==> config.mk <==
export PLATFORM = sky130hd
export DESIGN_NAME = fixed_point_divider
export DESIGN_NICKNAME = d
export VERILOG_FILES = /design/src/rtl/fixed_point_divider_pkg.sv /design/src/rtl/fixed_point_divider_saturate.sv /design/src/rtl/fixed_point_divider.sv
export SDC_FILE = /design/constraint.sdc
export NUM_CORES = 1
export LEC_CHECK = 0
export ABC_CLOCK_PERIOD_IN_PS = 2950
export CAP_MARGIN = 20
export CELL_PAD_IN_SITES_DETAIL_PLACEMENT = 0
export CELL_PAD_IN_SITES_GLOBAL_PLACEMENT = 1
export CORE_MARGIN = 1.5
export CORE_UTILIZATION = 25
export DETAILED_ROUTE_END_ITERATION = 7
export GPL_ROUTABILITY_DRIVEN = 0
export GPL_TIMING_DRIVEN = 0
export PLACE_DENSITY_LB_ADDON = 0.1
export SETUP_SLACK_MARGIN = 0.3
export SYNTH_ARGS = -nofsm -noshare
export SYNTH_HDL_FRONTEND = slang
export SYNTH_SLANG_ARGS = --single-unit
export TNS_END_PERCENT = 100
==> constraint.sdc <==
create_clock -name clk -period 2.95 [get_ports clk]
set_input_delay 0.295 -clock clk [delete_from_list [all_inputs] [get_ports clk]]
set_output_delay 0.295 -clock clk [all_outputs]
set_load 0.05 [all_outputs]
==> src/rtl/fixed_point_divider_pkg.sv <==
// Fixed-point constants and state encoding shared by the Q16.16 datapath blocks
// (multiplier, FFT butterflies, divider).
package fixed_point_divider_pkg;

  localparam int unsigned FXP_WIDTH = 32;
  localparam int unsigned FXP_FRAC  = 16;

  localparam logic [FXP_WIDTH-1:0] FXP_MAX = 32'h7FFF_FFFF;
  localparam logic [FXP_WIDTH-1:0] FXP_MIN = 32'h8000_0000;

  typedef enum logic [1:0] {
    StIdle = 2'd0,
    StDiv  = 2'd1,
    StFix  = 2'd2
  } div_state_e;

endpackage

==> src/rtl/fixed_point_divider_saturate.sv <==
// Combinational magnitude + sign to saturated two's-complement conversion,
// reusable by any datapath block producing a wide unsigned magnitude.
module fxp_saturate #(
  parameter int unsigned MagW = 48,
  parameter int unsigned W    = 32
) (
  input  logic [MagW-1:0] i_mag,
  input  logic            i_neg,
  output logic [W-1:0]    o_val
);

  localparam logic [MagW-1:0] PosLim = {{(MagW-W+1){1'b0}}, {(W-1){1'b1}}};
  localparam logic [MagW-1:0] NegLim = {{(MagW-W){1'b0}}, 1'b1, {(W-1){1'b0}}};
  localparam logic [W-1:0]    SatPos = {1'b0, {(W-1){1'b1}}};
  localparam logic [W-1:0]    SatNeg = {1'b1, {(W-1){1'b0}}};

  logic [W-1:0] w_low;

  assign w_low = i_mag[W-1:0];

  always_comb begin
    o_val = w_low;
    if (i_neg) begin
      // A magnitude of exactly 2^(W-1) negates to the most negative value.
      o_val = (i_mag > NegLim) ? SatNeg : (~w_low + {{(W-1){1'b0}}, 1'b1});
    end else begin
      o_val = (i_mag > PosLim) ? SatPos : w_low;
    end
  end

endmodule

==> src/rtl/fixed_point_divider.sv <==
// Sequential signed Q16.16 divider (restoring radix-2, one quotient bit per cycle),
// clocked on the falling edge to match the FFT datapath.
module fixed_point_divider
  import fixed_point_divider_pkg::*;
#(
  parameter int unsigned WIDTH = FXP_WIDTH,
  parameter int unsigned FRAC  = FXP_FRAC
) (
  input  logic             clk,
  input  logic             rst,
  input  logic             start,
  input  logic [WIDTH-1:0] A,
  input  logic [WIDTH-1:0] B,
  output logic             busy,
  output logic             done,
  output logic             div_by_zero,
  output logic [WIDTH-1:0] C
);

  localparam int unsigned Iter = WIDTH + FRAC;
  localparam int unsigned CntW = $clog2(Iter);
  localparam logic [CntW-1:0] CntLast = CntW'(Iter - 1);

  div_state_e       r_state;
  logic             r_sign_q;
  logic             r_sign_a;
  logic             r_bz;
  logic [WIDTH-1:0] r_mag_b;
  logic [Iter-1:0]  r_dividend;
  logic [WIDTH:0]   r_rem;
  logic [Iter-1:0]  r_quot;
  logic [CntW-1:0]  r_cnt;
  logic             r_busy;
  logic             r_done;
  logic             r_dbz;
  logic [WIDTH-1:0] r_c;

  logic [WIDTH-1:0] w_mag_a;
  logic [WIDTH-1:0] w_mag_b;
  logic [WIDTH:0]   w_rem_sh;
  logic [WIDTH:0]   w_rem_sub;
  logic             w_ge;
  logic [WIDTH-1:0] w_sat;

  // Unsigned reinterpretation makes 0x80000000 map to 2^31 without overflow.
  assign w_mag_a = A[WIDTH-1] ? (~A + {{(WIDTH-1){1'b0}}, 1'b1}) : A;
  assign w_mag_b = B[WIDTH-1] ? (~B + {{(WIDTH-1){1'b0}}, 1'b1}) : B;

  // Remainder stays below |B| <= 2^31, so WIDTH+1 bits hold the shifted value.
  assign w_rem_sh  = {r_rem[WIDTH-1:0], r_dividend[Iter-1]};
  assign w_ge      = (w_rem_sh >= {1'b0, r_mag_b});
  assign w_rem_sub = w_rem_sh - {1'b0, r_mag_b};

  fxp_saturate #(
    .MagW (Iter),
    .W    (WIDTH)
  ) u_sat (
    .i_mag (r_quot),
    .i_neg (r_sign_q),
    .o_val (w_sat)
  );

  always_ff @(negedge clk or negedge rst) begin
    if (!rst) begin
      r_state    <= StIdle;
      r_sign_q   <= 1'b0;
      r_sign_a   <= 1'b0;
      r_bz       <= 1'b0;
      r_mag_b    <= '0;
      r_dividend <= '0;
      r_rem      <= '0;
      r_quot     <= '0;
      r_cnt      <= '0;
      r_busy     <= 1'b0;
      r_done     <= 1'b0;
      r_dbz      <= 1'b0;
      r_c        <= '0;
    end else begin
      r_done <= 1'b0;
      unique case (r_state)
        StIdle: begin
          if (start) begin
            r_sign_q   <= A[WIDTH-1] ^ B[WIDTH-1];
            r_sign_a   <= A[WIDTH-1];
            r_bz       <= (B == '0);
            r_mag_b    <= w_mag_b;
            r_dividend <= {w_mag_a, {FRAC{1'b0}}};
            r_rem      <= '0;
            r_quot     <= '0;
            r_cnt      <= CntLast;
            r_busy     <= 1'b1;
            r_state    <= StDiv;
          end
        end
        StDiv: begin
          r_rem      <= w_ge ? w_rem_sub : w_rem_sh;
          r_quot     <= {r_quot[Iter-2:0], w_ge};
          r_dividend <= {r_dividend[Iter-2:0], 1'b0};
          r_cnt      <= r_cnt - {{(CntW-1){1'b0}}, 1'b1};
          if (r_cnt == '0) begin
            r_state <= StFix;
          end
        end
        StFix: begin
          if (r_bz) begin
            r_c   <= r_sign_a ? FXP_MIN : FXP_MAX;
            r_dbz <= 1'b1;
          end else begin
            r_c   <= w_sat;
            r_dbz <= 1'b0;
          end
          r_done  <= 1'b1;
          r_busy  <= 1'b0;
          r_state <= StIdle;
        end
        default: begin
          r_state <= StIdle;
          r_busy  <= 1'b0;
        end
      endcase
    end
  end

  assign busy        = r_busy;
  assign done        = r_done;
  assign div_by_zero = r_dbz;
  assign C           = r_c;

endmodule

### After elaboration in Yosys (flattened, before gate mapping)

Cells that the tools add are included.

| word-level totals | value |
|---|---|
| bits in registers | 206 |
| input port bits | 67 |

| operators by class | value |
|---|---|
| reductions and logical operators | 8 |
| bitwise logic cells | 5 |
| $lt $le $gt $ge | 3 |
| equality and inequality tests | 4 |
| mux-type cells | 23 |
| add/sub/neg operators | 5 |

Operators with widths:

| kind | number |
|---|---|
| two-way mux 32 bit | 9 |
| one-hot mux 48 bit (2 select lines) | 2 |
| adder 32 x 1 -> 32 bit (second input constant) | 3 |
| two-way mux 48 bit | 2 |
| NOT 32 bit | 3 |
| one-hot mux 32 bit (2 select lines) | 1 |
| greater-than comparator 48 x 31 -> 1 bit (second input constant) | 1 |
| greater-than comparator 48 x 32 -> 1 bit (second input constant) | 1 |
| >= comparator 33 x 32 -> 1 bit | 1 |
| zero test 32 bit | 1 |
| subtractor 32 bit | 1 |
| one-hot mux 6 bit (2 select lines) | 1 |
| AND reduction 2 bit | 4 |
| zero test 6 bit | 1 |
| two-way mux 6 bit | 1 |
| subtractor 6 x 1 -> 6 bit (second input constant) | 1 |
| two-way mux 2 bit | 2 |
| inequality test 2 bit (second input constant) | 2 |
| one-hot mux 2 bit (2 select lines) | 1 |
| two-way mux 1 bit | 3 |
| == test 2 x 1 -> 1 bit (second input constant) | 1 |
| == test 2 bit (second input constant) | 1 |
| zero test 2 bit | 1 |
| one-hot mux 1 bit (2 select lines) | 1 |
| 3 further kinds | 3 |

### Depth between registers and ports, before layout

Gate-level depths: netlist of run 1.

| depth | value |
|---|---|
| depth in word-level cells | 5 |
| depth in mapped cells | 14 |

### Hierarchy

A second synthesis of run 1 with hierarchy kept.

| second synthesis, totals | value |
|---|---|
| cell total of the unflattened synthesis | 1425 |
| area total of the unflattened synthesis | 11842.6 sq um |

By module, submodules not included:

| module | cells each | area an instance (sq um) | times used |
|---|---|---|---|
| fixed_point_divider | 1205 | 10513.8 | 1 |
| fxp_saturate | 220 | 1328.8 | 1 |

==> impl_metrics.ini, run 1 <==
[yosys]
yosys-top-cells-area = dfrtn_1 41%, o21ai_0 8.0%, nand2_1 6.4%
seq_area_frac_synth = 0.406
ys_warn_count = 0
syn_inst = 1384
syn_nets = 1489
synth_area_mm2 = 0.0117
synth_top_cell_by_area = dfrtn_1
synth.ff_latch_count = 190
synth_edf_count = 0
synthDistinctLibCells = 67
netlist.area_leader.share = 0.406
synth-main-ff-cell = dfrtn_1
synth_area_per_cell_um2 = 8.46
ys_async_sr_fraction = 1.00

[critical_path]
crit_type = in2reg
crit_path_end_kind = register
slowest_delay_ns = 0.53
worstPathCellList = buf_6 -> or4_4 -> or3_4 -> or4_4 -> or3_4 -> or3_4 -> buf_6 -> buf_6 -> o21ai_4 -> xor2_1 -> o21ai_1
r2r_start = r_mag_b[8]$_DFFE_NN0P_
path_max_fanout = 3
arrival_ns = 3.07
critPathLaunchType = primary input
reg2regPathDepth = 12
critical_path_required_ns = 1.75
crit_slowest_cell = or4_4
rr_endpoint = r_rem[29]$_DFFE_NN0P_
ff2ff_setup_slack_ns = -0.25

[cts]
cts_tree = built
root_buffer = clkbuf_16
cts_buffers = 17
h-tree-depth = 4
cts_buffer_depth = 2
cts_hold_buffers = 0
clock-sinks = 190
path_clk_slew_ns = 0.05
insertion_delay_ns = 0.45

[drt]
routed_via_density = 4.95
first_pass_iters = 7
wl_um = 44100
postRouteAntennaNets = 0
drc_errors = 0
drt_iter0_markers = 540
route.vias.total = 11200
wl_per_cell_um = 19.5

[layout]
finish.instance_area_mm2 = 0.0176
n_antenna_cell = 0
layout.nets = 1743
area_growth_pct = 50.6
layout-drive-gt1-share = 0.314
stdcell_count = 2258

[pwr]
peakVddDrop_v = 0.000501
p_int_w = 0.0112
pwr-share-comb = 0.630
p_total_w = 0.0203
leakagePower_nw = 7.47
seqPwrFrac = 0.237
switchingPower_w = 0.00906
power.density_mw_per_mm2 = 1150
pwr-share-clk = 0.134
swShare = 0.447

[grt]
grt_pass1_wl_um = 68700
grt_remaining_overflow = 0
grt_max_degree = 99
grt_pass1_vias = 11300
grt_antenna_before_repair = 0
track_usage = 0.189

[job]
maxCapViolations = 0

[floorplan]
die_h_um = 219
dieArea_mm2 = 0.0481
start_util = 0.253
core-area_mm2 = 0.0464
ios = 102
fp.dieW_um = 219
rows = 79

[placement]
place_hpwl_um = 30300
dpl.cell_count = 2092
portBuffers = 100
placed_area_mm2 = 0.0140

[run_status]
status = finished with violations
failed_checks = setup timing

[sta]
setup_ws_ns = -1.32
hold_viol = 0
setup_viol = 77
tightest_slew_ns = 0.855
rsz0062_at_grt = true
skew_ns = 0.0114
finalMaxSlewViolations = 0
final.setup.tns_ns = -39.37
holdWs_ns = 0.413
max_slew_margin = 0.430

[min_path]
hold_start = r_cnt[4]$_DFFE_NN0P_
min_path_type = reg2reg
min_to = r_cnt[4]$_DFFE_NN0P_
holdPathStages = 1
==> critical path, delay by kind of cell <==
family,cells,cell delay [ns]
xor+xnor,1,0.17
simple gates,5,2.04
buf+inv,3,0.34
compound gates,2,0.20
==> through the flow <==
step           setup WS, ns  utilization
2_1_floorplan         -1.51            -
3_3_place_gp          -8.61        0.302
3_5_place_dp          -2.28        0.303
4_1_cts               -1.53        0.358
5_1_grt               -1.36        0.380
6_report              -1.32        0.380
==> state kept, by name, indices dropped and copies added (netlist names) <==
name and flops:
r_rem 32, r_quot 48, done 1, C 32, busy 1, r_sign_a 1, div_by_zero 1, r_mag_b 32
r_bz 1, r_cnt 6, r_sign_q 1, r_state 2, r_dividend 32
==> power groups by stage <==
stage | combinational, W | sequential, W | clock, W
2_1_floorplan | 0.00686 | 0.00473 | 0
6_report | 0.0128 | 0.00480 | 0.00271
5_1_grt | 0.0140 | 0.00495 | 0.00291
4_1_cts | 0.0117 | 0.00476 | 0.00279
3_3_place_gp | 0.00959 | 0.00474 | 0
3_5_place_dp | 0.00961 | 0.00474 | 0
==> final cells by class <==
type / count / area, µm²
flip-flops and latches: 190 / 4750
plain buffers: 86 / 708
fillers: 4701 / 28700
multi-input cells: 1049 / 8140
clock inverters: 12 / 205
repair buffers: 235 / 2390
well taps: 607 / 759
clock buffers: 20 / 447
inverters: 59 / 221
==> logic make-up after synthesis <==
kind of cell             count (synthesis)  share of synthesized area
buffers and inverters                  145                     0.0466
adder cells (fa/ha/maj)                 38                     0.0413
flip-flops                             190                      0.406
AND/OR/NAND/NOR                        495                      0.206
AO/OA/AOI/OAI                          406                      0.215
XOR/XNOR                                83                     0.0621
multiplexers                            27                     0.0232
==> synthesized netlist by cell type (8+ instances only) <==
cell,count
nand2_1,200
a22oi_1,29
mux2i_1,26
xor2_1,63
or3_1,23
o21ai_0,186
nand3b_1,10
o41ai_1,13
nand2b_1,9
nand4_1,8
o31ai_1,31
nor4_1,12
inv_1,59
nor2_1,67
a21o_1,18
xnor2_1,20
nand3_1,83
ha_1,37
a31oi_1,14
nor3_1,26
clkbuf_1,80
or4_1,10
a21oi_1,51
dfrtn_1,190
==> worst max-delay path by stage <==
stage	from	end	slack, ns
3_5_place_dp	A[6]	r_dividend[45]$_DFFE_NN0P_	-2.28
6_report	A[9]	r_dividend[43]$_DFFE_NN0P_	-1.32
3_3_place_gp	rst	r_quot[39]$_DFFE_NN0P_	-8.61
5_1_grt	A[9]	r_dividend[44]$_DFFE_NN0P_	-1.36
2_1_floorplan	A[8]	r_dividend[44]$_DFFE_NN0P_	-1.51
4_1_cts	A[9]	r_dividend[45]$_DFFE_NN0P_	-1.53
==> placed cells by master, fill, tap and decap left out, drive strengths merged, types with 4 or more instances in the layout <==
master / netlist / final
nand2: 200 / 200
buf: 6 / 197
o21ai: 191 / 191
dfrtn: 190 / 190
clkbuf: 80 / 98
nand3: 83 / 83
nor2: 67 / 67
xor2: 63 / 63
inv: 59 / 63
a21oi: 51 / 51
clkdlybuf4s50: 0 / 37
ha: 37 / 37
o31ai: 32 / 32
a22oi: 29 / 29
or3: 29 / 29
nor3: 27 / 27
mux2i: 26 / 26
xnor2: 20 / 20
a21o: 18 / 18
o41ai: 15 / 15
or4: 15 / 15
a31oi: 14 / 14
nor4: 12 / 12
nand3b: 10 / 10
nand2b: 9 / 9
nand4: 8 / 8
o21a: 7 / 7
nor2b: 7 / 7
or2: 6 / 6
nor3b: 6 / 6
bufinv: 0 / 5
a21boi: 5 / 5
o311ai: 5 / 5
o211ai: 4 / 4
dlymetal6s2s: 0 / 4
o21bai: 4 / 4
and2: 4 / 4
a211oi: 4 / 4
or4b: 4 / 4
==> timing repair <==
action	CTS	global route
hold endpoints to repair	0	0
gates resized for setup	609	177
gates cloned	7	0
pin swaps	101	103
setup buffers	76	51
setup endpoints to repair	218	201
==> layer usage <==
layer	global-route usage	share of wire
met1	0.266	0.49
met2	0.290	0.45
met3	0.0363	0.037
met4	0.0594	0.020
met5	0	0
Note: power is estimated with default switching activity, not from simulation.
==> inputs of run 2 (changes only) <==
CORE_UTILIZATION = 40   (was 25)
==> run 2 against run 1 <==
  * The run still ends with setup timing left
  * Flip-flop and latch count is the same
  * Die area shrank 37%
  * Via count rose by 2.5%
  * Register-to-register slack worse by 0.05 ns
  * Sequential power barely moved
  * Clock power decreased by 15%
  * Wire length decreased by 11%
==> impl_metrics.ini, run 2 (synthesis gave the netlist of run 1 again) <==
[min_path]
min_path_type = reg2reg
holdPathStages = 1

[cts]
path_clk_slew_ns = 0.06
h-tree-depth = 4
cts_buffers = 17
cts_buffer_depth = 2
root_buffer = clkbuf_16
clock-sinks = 190
cts_hold_buffers = 0
insertion_delay_ns = 0.41
cts_tree = built

[sta]
setup_viol = 79
rsz0062_at_grt = true
setup_ws_ns = -1.36
holdWs_ns = 0.416
max_slew_margin = 0.347
hold_viol = 0
skew_ns = 0.0105
finalMaxSlewViolations = 0
tightest_slew_ns = 0.971

[drt]
drc_errors = 0
routed_via_density = 5.63
postRouteAntennaNets = 0
route.vias.total = 11500
wl_um = 39000
first_pass_iters = 5
drt_iter0_markers = 899
wl_per_cell_um = 19.2

[layout]
layout-drive-gt1-share = 0.312
utilization = 0.599
n_antenna_cell = 0
area_growth_pct = 47.4
layout_commonest_cell = dfrtn_1
final_cell_mix = 190 x dfrtn_1, 186 x nand2_1, 97 x buf_4
layout.nets = 1745
largest_reg_flops = 48
regMostFlops = r_quot

[floorplan]
dieArea_mm2 = 0.0303
core-area_mm2 = 0.0288
ios = 102
start_util = 0.407
die_h_um = 174
rows = 62
fp.dieW_um = 174

[run_status]
status = finished with violations
failed_checks = setup timing

[critical_path]
slowest_delay_ns = 0.53
reg2regPathDepth = 13
cpMostUsedCell = or3_4
cpLargestDelayFamily = simple AND/OR/NAND/NOR gates
critPathLaunchType = primary input
critical_path_required_ns = 1.73
crit_buf_inv = 2
crit_path_end_kind = register
crit_cells = 10
crit_slowest_cell = or4_4
worstPathCellList = buf_6 -> or4_4 -> or3_4 -> buf_4 -> or4_4 -> or3_4 -> or3_4 -> o41ai_4 -> xor2_1 -> o21ai_1
arrival_ns = 3.09
crit_type = in2reg
path_max_fanout = 4

[pwr]
leakagePower_nw = 7.40
p_total_w = 0.0197
power.density_mw_per_mm2 = 1140
peakVddDrop_v = 0.000649

[placement]
place_hpwl_um = 25900
portBuffers = 100

[grt]
grt_pass1_wl_um = 61100
grt_antenna_before_repair = 0
grt_remaining_overflow = 0
grt_max_degree = 120
track_usage = 0.255
grt_pass1_vias = 11200

[job]
maxCapViolations = 0
==> run 2: cell count changes in the layout (fill, tap and decap cells not counted), sizes merged <==
cell	previous run	this run
inv	63	67
bufinv	5	0
buf	197	202
clkbuf	98	92
clkinv	2	7
clkinvlp	1	0
==> run 2: metrics by stage <==
stage / instances / setup TNS, ns / area (µm²) / setup slack [ns]
CTS: 1995 / -41.31 / 16300 / -1.48
global placement: 1868 / -1648.78 / 13700 / -7.95
finish: 2037 / -40.99 / 17300 / -1.36
floorplan: 1384 / -37.59 / 12200 / -1.51
detailed placement: 1869 / -147.85 / 13800 / -2.18
global route: 2037 / -46.62 / 17300 / -1.42
==> run 2: worst register-to-register path: cells and delay by family (launching register included) <==
kind	cells	cell delay (ns)
AOI/OAI and AO/OA	8	1.81
adders and majority gates	1	0.28
buffers and inverters	3	0.40
DFF	1	0.44
and+or+nand+nor	1	0.14
==> run 2: path summary, 6_finish.rpt <==
check,to,from,slack [ns]
max,r_dividend[42]$_DFFE_NN0P_,A[9],-1.36
min,r_cnt[5]$_DFFE_NN0P_,r_cnt[5]$_DFFE_NN0P_,0.42
max reg2reg,r_rem[27]$_DFFE_NN0P_,r_mag_b[1]$_DFFE_NN0P_,-0.30
min reg2reg,r_cnt[5]$_DFFE_NN0P_,r_cnt[5]$_DFFE_NN0P_,0.42
max in group asynchronous,r_mag_b[6]$_DFFE_NN0P_,rst,0.69
min in group asynchronous,r_mag_b[21]$_DFFE_NN0P_,rst,1.20
==> run 2: layout make-up <==
cell class                 count  area [µm²]
fill                        2510       11500
multi-input combinational   1049        8240
sequential                   190        4750
timing repair buffer         237        2290
buffer                        86         686
tap                          384         480
clock buffer                  17         425
inverter                      59         224
clock inverter                15         150
==> run 2: what timing repair did <==
item / CTS / global route
resized for setup: 629 / 142
gates cloned: 4 / 0
pin swaps: 138 / 87
buffers inserted: 90 / 42
setup endpoints to repair: 221 / 197
==> run 2: per-layer routing <==
metal  vias up  wire length, µm  global-route usage
met5         -                0                   0
met4         0              580              0.0600
met3        41             1540              0.0337
met2       251            18400               0.410
met1      5676            18500               0.363
li1       5493                -                   -
==> run 2: power breakdown <==
group / internal [W] / switching [W]
logic: 0.00572 / 0.00685
clock network: 0.00113 / 0.00118
registers: 0.00379 / 0.000982
total: 0.0106 / 0.00901
==> inputs of run 3 (changes only) <==
GPL_ROUTABILITY_DRIVEN = not set   (was 0)
GPL_TIMING_DRIVEN = not set   (was 0)
==> run 3 against run 2 <==
  * The flow still finishes with violations (setup timing)
  * Combinational power increased by 5%
  * Non-clock buffer count increased by 90
  * Sequential power decreased by 1%
  * Final cell count increased by 4.4%
  * Critical endpoint unchanged
  * Largest power group unchanged
==> impl_metrics.ini, run 3 (synthesis gave the netlist of run 1 again) <==
[floorplan]
dieArea_mm2 = 0.0303
rows = 62
core-area_mm2 = 0.0288
ios = 102
start_util = 0.407
fp.dieW_um = 174
die_h_um = 174

[job]
maxCapViolations = 0

[cts]
cts_hold_buffers = 0
insertion_delay_ns = 0.41
root_buffer = clkbuf_16
clock-sinks = 190
cts_tree = built
path_clk_slew_ns = 0.06
cts_buffers = 17
cts_buffer_depth = 2
h-tree-depth = 4

[layout]
regMostFlops = r_quot
layout_commonest_cell = buf_4
area_growth_pct = 56.6
final_cell_mix = 227 x buf_4, 190 x dfrtn_1, 187 x nand2_1
largest_reg_flops = 48
layout-drive-gt1-share = 0.354
finish.instance_area_mm2 = 0.0183
layout.nets = 1835
n_antenna_cell = 0

[critical_path]
arrival_ns = 3.19
worstPathCellList = buf_6 -> or4_4 -> or3_4 -> buf_6 -> or4_4 -> or3_4 -> or3_4 -> o41ai_4 -> xor2_1 -> o21ai_1
path_max_fanout = 4
crit_path_end_kind = register
crit_type = in2reg
crit_slowest_cell = or4_4
slowest_delay_ns = 0.52
critical_path_required_ns = 1.73
critPathLaunchType = primary input
cpMostUsedCell = or3_4

[drt]
dr_wl_met2_um = 16600
wl_met1_um = 17300
met3_length_um = 1190
drt_iter0_markers = 757
first_pass_iters = 5
route.vias.total = 11600
top_layer = met5
routed_via_density = 5.45
drc_errors = 0
wl_per_cell_um = 16.9
postRouteAntennaNets = 0
wl_um = 35800

[run_status]
failed_checks = setup timing
status = finished with violations

[grt]
grt_pass1_wl_um = 59300
track_usage = 0.241
grt_remaining_overflow = 0
grt_pass1_vias = 11500
grt_antenna_before_repair = 1
grt_max_degree = 62

[min_path]
min_path_type = reg2reg

[placement]
gp_congestion = 0.880
portBuffers = 101
placed_area_mm2 = 0.0156
place_hpwl_um = 24300

[sta]
tightest_slew_ns = 0.752
finalMaxSlewViolations = 0
max_slew_margin = 0.497
rsz0062_at_grt = true
final.setup.tns_ns = -36.70
hold_viol = 0
skew_ns = 0.0116
setup_ws_ns = -1.45
setup_viol = 78

[pwr]
power.density_mw_per_mm2 = 1120
leakagePower_nw = 8.10
peakVddDrop_v = 0.000606
## run 3: cell count changes in the layout (fill, tap and decap cells not counted), sizes merged, moves of 2 or more
cell / change
buf: +163
clkbuf: -73
clkdlybuf4s50: +3
inv: +2
clkinv: -3
dlymetal6s2s: -2
## run 3: worst max-delay path, delay by kind of cell
kind,cells,cell delay [ns]
simple gates,5,2.13
compound gates,2,0.37
buf+inv,2,0.21
xor+xnor,1,0.18
## run 3: final timing paths
path / slack, ns / depth (start not counted) / endpoint / from
max: -1.45 / 10 / r_dividend[42]$_DFFE_NN0P_ / A[7]
min: 0.41 / 1 / r_cnt[5]$_DFFE_NN0P_ / r_cnt[5]$_DFFE_NN0P_
max reg2reg: -0.24 / 9 / C[29]$_DFFE_NN0P_ / r_quot[20]$_DFFE_NN0P_
min reg2reg: 0.41 / 1 / r_cnt[5]$_DFFE_NN0P_ / r_cnt[5]$_DFFE_NN0P_
max in group asynchronous: 1.21 / 2 / r_quot[5]$_DFFE_NN0P_ / rst
min in group asynchronous: 1.16 / 1 / r_rem[19]$_DFFE_NN0P_ / rst
## run 3: repair_timing
action | CTS | global route
resized for setup | 343 | 92
pin swaps | 155 | 101
setup buffers | 49 | 24
cloned | 7 | 0
endpoints found under the setup margin | 189 | 155
## run 3: final cells by class
cell class | count | area (µm²)
clock inverter | 15 | 228
inverter | 59 | 221
fill | 2405 | 10500
multi-input combinational | 1049 | 7950
timing repair buffer | 413 | 4270
clock buffer | 17 | 425
tap | 384 | 480
sequential | 190 | 4750
## run 3: layer usage
layer  up-vias  track usage
met5         -            0
met4         2       0.0596
met3        49       0.0293
met2       245        0.395
met1      5619        0.337
li1       5687            -
## run 3: stage by stage
stage	power, W	utilization	hold slack, ns	setup slack, ns	cells
floorplan	0.0116	-	0.383	-1.51	1384
global placement	0.0153	0.541	0.404	-2.00	2015
detailed placement	0.0154	0.541	0.416	-2.03	2015
CTS	0.0198	0.616	0.416	-1.46	2103
global route	0.0220	0.637	0.421	-1.52	2127
finish	0.0205	0.637	0.411	-1.45	2127
## run 3: report_power, final
group | switching, W | internal, W
Combinational | 0.00664 | 0.00658
Clock | 0.00127 | 0.00127
Sequential | 0.000930 | 0.00379
Total | 0.00885 | 0.0116
==> RTL change, RTL diff (settings of run 1) <==
The 3 states of `div_state_e` get a one-hot encoding in 3 bits.
--- a/src/rtl/fixed_point_divider_pkg.sv
+++ b/src/rtl/fixed_point_divider_pkg.sv
@@ -8,10 +8,10 @@
   localparam logic [FXP_WIDTH-1:0] FXP_MAX = 32'h7FFF_FFFF;
   localparam logic [FXP_WIDTH-1:0] FXP_MIN = 32'h8000_0000;
 
-  typedef enum logic [1:0] {
-    StIdle = 2'd0,
-    StDiv  = 2'd1,
-    StFix  = 2'd2
+  typedef enum logic [2:0] {
+    StIdle = 3'b001,
+    StDiv  = 3'b010,
+    StFix  = 3'b100
   } div_state_e;
 
 endpackage
Function: same outputs for any inputs over 10 cycles, from zero or initial values and one cycle with rst low; not proved beyond that.
==> RTL change against run 1 <==
The flow still finishes with violations (setup timing); global-route usage is 1.0 points lower; sequential share of layout area is 0.66 points higher; routed wire length is 7.2% lower; non-clock buffer count is 4 higher; setup slack worse by 0.34 ns; sequential cell count is 1 higher; clock power is 11% lower; synthesized area is 3.2% lower; power is 18% lower; cell area is 1.8% lower; die area is 3.2% lower; critical endpoint is now r_mag_b[29].
==> RTL change: results (changes against run 1) <==
* Final worst setup slack at -1.66 ns (-0.341 ns)
* Dpl cell area at 13,600 um2 (-3.0%)
* Synth Area in XOR/XNOR at 0.0680 (+0.00591)
* CP Max Fanout at 3 (unchanged)
* Worst-Skew Late Latency at 0.50 ns (+0.05 ns)
* Status: finished with violations
* Final nets at 1,651 (-5.3%)
* RR Endpoint: r_rem[17]
* Slew headroom at 0.473 (+0.0428)
* Crit path DAT at 3.43 ns (+0.36 ns)
* Synth cell types at 64 (-4.5%)
* Starting DRT DRC Count at 433 (-20%)
* Via density per instance at 4.98 (+0.61%)
* Main area contributors after synthesis: dfrtn_1 42%, o21ai_0 7.5%, nand2_1 5.3%
* Asr flop ratio synth at 1.00 (unchanged)
* Net Count, Synth at 1,390 (-6.6%)
* Critical Path End: r_mag_b[29]
* Compound-gate portion of the synthesized area at 0.253 (+0.0389)
* Clock skew at 0.0558 ns (+0.0444 ns)
* Clock Tree Root: clkbuf_16
* Beginning of the critical path: B[10]
* Adder-cell share of the synthesized area at 0.0426 (+0.00136)
* Reg2reg setup slack at -0.05 ns (+0.20 ns)
* GRT Util Overall at 0.179 (-0.0101)
* Critical path class: primary input to flip-flop
* Max reg flops at 48 (unchanged)
* Initial antenna violation count at 0 (unchanged)
* DP HPWL at 27.5 mm (-9.0%)
* CTS Buffer Depth at 2 (unchanged)
* First-pass GRT wire length at 64.2 mm (-6.5%)
* Failing checks: setup timing
* Sequential area share after synthesis at 0.422 (+0.0157)
* Ant diodes at 0 (unchanged)
* Input/output buffers at 100 (unchanged)
* Fillers at 4,545 (-3.3%)
* Static Leak at 7.42 nW (-0.58%)
* Clock Pin Slew Worst Setup and Hold Paths at 0.05 ns (about the same)
* Vias in the first global route at 10,889 (-3.6%)
* Dpl ws at -2.66 ns (-0.378 ns)
* Multiplexer share of the synthesized area at 0.0169 (-0.00630)
* Num CTS Buffers at 17 (unchanged)
* Largest net degree at the start of global routing at 82 (-17%)
* Worst hold path class: flip-flop to flip-flop
* Pre-antenna DRT Iters at 5 (-2)
* R2R cell count at 17 (+5)
* Layout cells sized above 1 at 0.357 (+0.0423)
* H-tree depth at 4 (unchanged)
* Drt wl/cell at 19.0 um (-2.6%)
* Max VDD drop at 0.000438 V (-13%)
* Post-synth top cells: 190 x dfrtn_1, 169 x o21ai_0, 159 x nand2_1
* R2r startpoint: r_mag_b[10]
* Setup violators final at 55 (-29%)
## RTL change: changes by cell type after synthesis, sizes merged, moves of 10 or more
cell and delta:
or3 -16, nand3 -67, a22o +47, nor2 +10, inv -12, nand2 -41
a21oi +12
## RTL change: layer usage
metal	routed length (um)	track usage	up-vias
li1	-	-	5203
met1	20100	0.255	5324
met2	19000	0.275	153
met3	1070	0.0257	34
met4	698	0.0641	0
met5	0	0	-
## RTL change: worst min path at each step
stage | cells after the start | endpoint | slack (ns) | from
global placement | 1 | r_cnt[5] | 0.41 | r_cnt[5]
global route | 1 | r_cnt[5] | 0.44 | r_cnt[5]
floorplan | 1 | busy | 0.39 | r_state[2]
detailed placement | 1 | r_cnt[5] | 0.42 | r_cnt[5]
CTS | 1 | r_cnt[5] | 0.42 | r_cnt[5]
finish | 1 | r_cnt[5] | 0.42 | r_cnt[5]
## RTL change: layout make-up
| cell class | instances | area (um2) | share of cell area |
|---|---|---|---|
| tap | 592 | 741 | 0.0428 |
| sequential | 191 | 4780 | 0.276 |
| multi-input combinational | 964 | 7800 | 0.451 |
| timing repair buffer | 242 | 2430 | 0.141 |
| inverter | 46 | 175 | 0.0101 |
| buffer | 83 | 788 | 0.0455 |
| clock buffer | 18 | 439 | 0.0254 |
| clock inverter | 15 | 143 | 0.00824 |
## RTL change: cells by family after synthesis
| logic type | Yosys count |
|---|---|
| and+or+nand+nor | 370 |
| adders and majority gates | 38 |
| AOI/OAI and AO/OA | 449 |
| buffers and inverters | 130 |
| xor gates and xnor gates | 88 |
| DFF | 191 |
| muxes | 19 |
## RTL change: timing repair
item,in CTS,in global routing
setup buffers,74,51
resized for setup,609,236
cloned,13,2
setup endpoints to repair,222,203
pin swaps,89,97
## RTL change: per-stage QoR
step | TNS (ns) | total power, W | cells
floorplan | -34.92 | 0.00858 | 1285
global placement | -1794.98 | 0.0106 | 1977
detailed placement | -157.06 | 0.0106 | 1979
CTS | -29.91 | 0.0154 | 2098
global route | -36.97 | 0.0179 | 2151
finish | -30.75 | 0.0167 | 2151
## RTL change: worst max-delay path, cell delays in order
cell and delay [ns]:
buf_6 0.09, or4_4 0.53, or2_4 0.24, or3_4 0.37
or3b_4 0.39, or4_4 0.43, or4_4 0.48, buf_12 0.16
o31ai_4 0.21, xor2_1 0.15, o21ai_1 0.08
## RTL change: report_power, final
| group | total, W | switching, W | internal, W |
|---|---|---|---|
| clock | 0.00241 | 0.00114 | 0.00127 |
| combinational | 0.0105 | 0.00560 | 0.00495 |
| sequential | 0.00375 | 0.000461 | 0.00329 |
| total | 0.0167 | 0.00720 | 0.00950 |
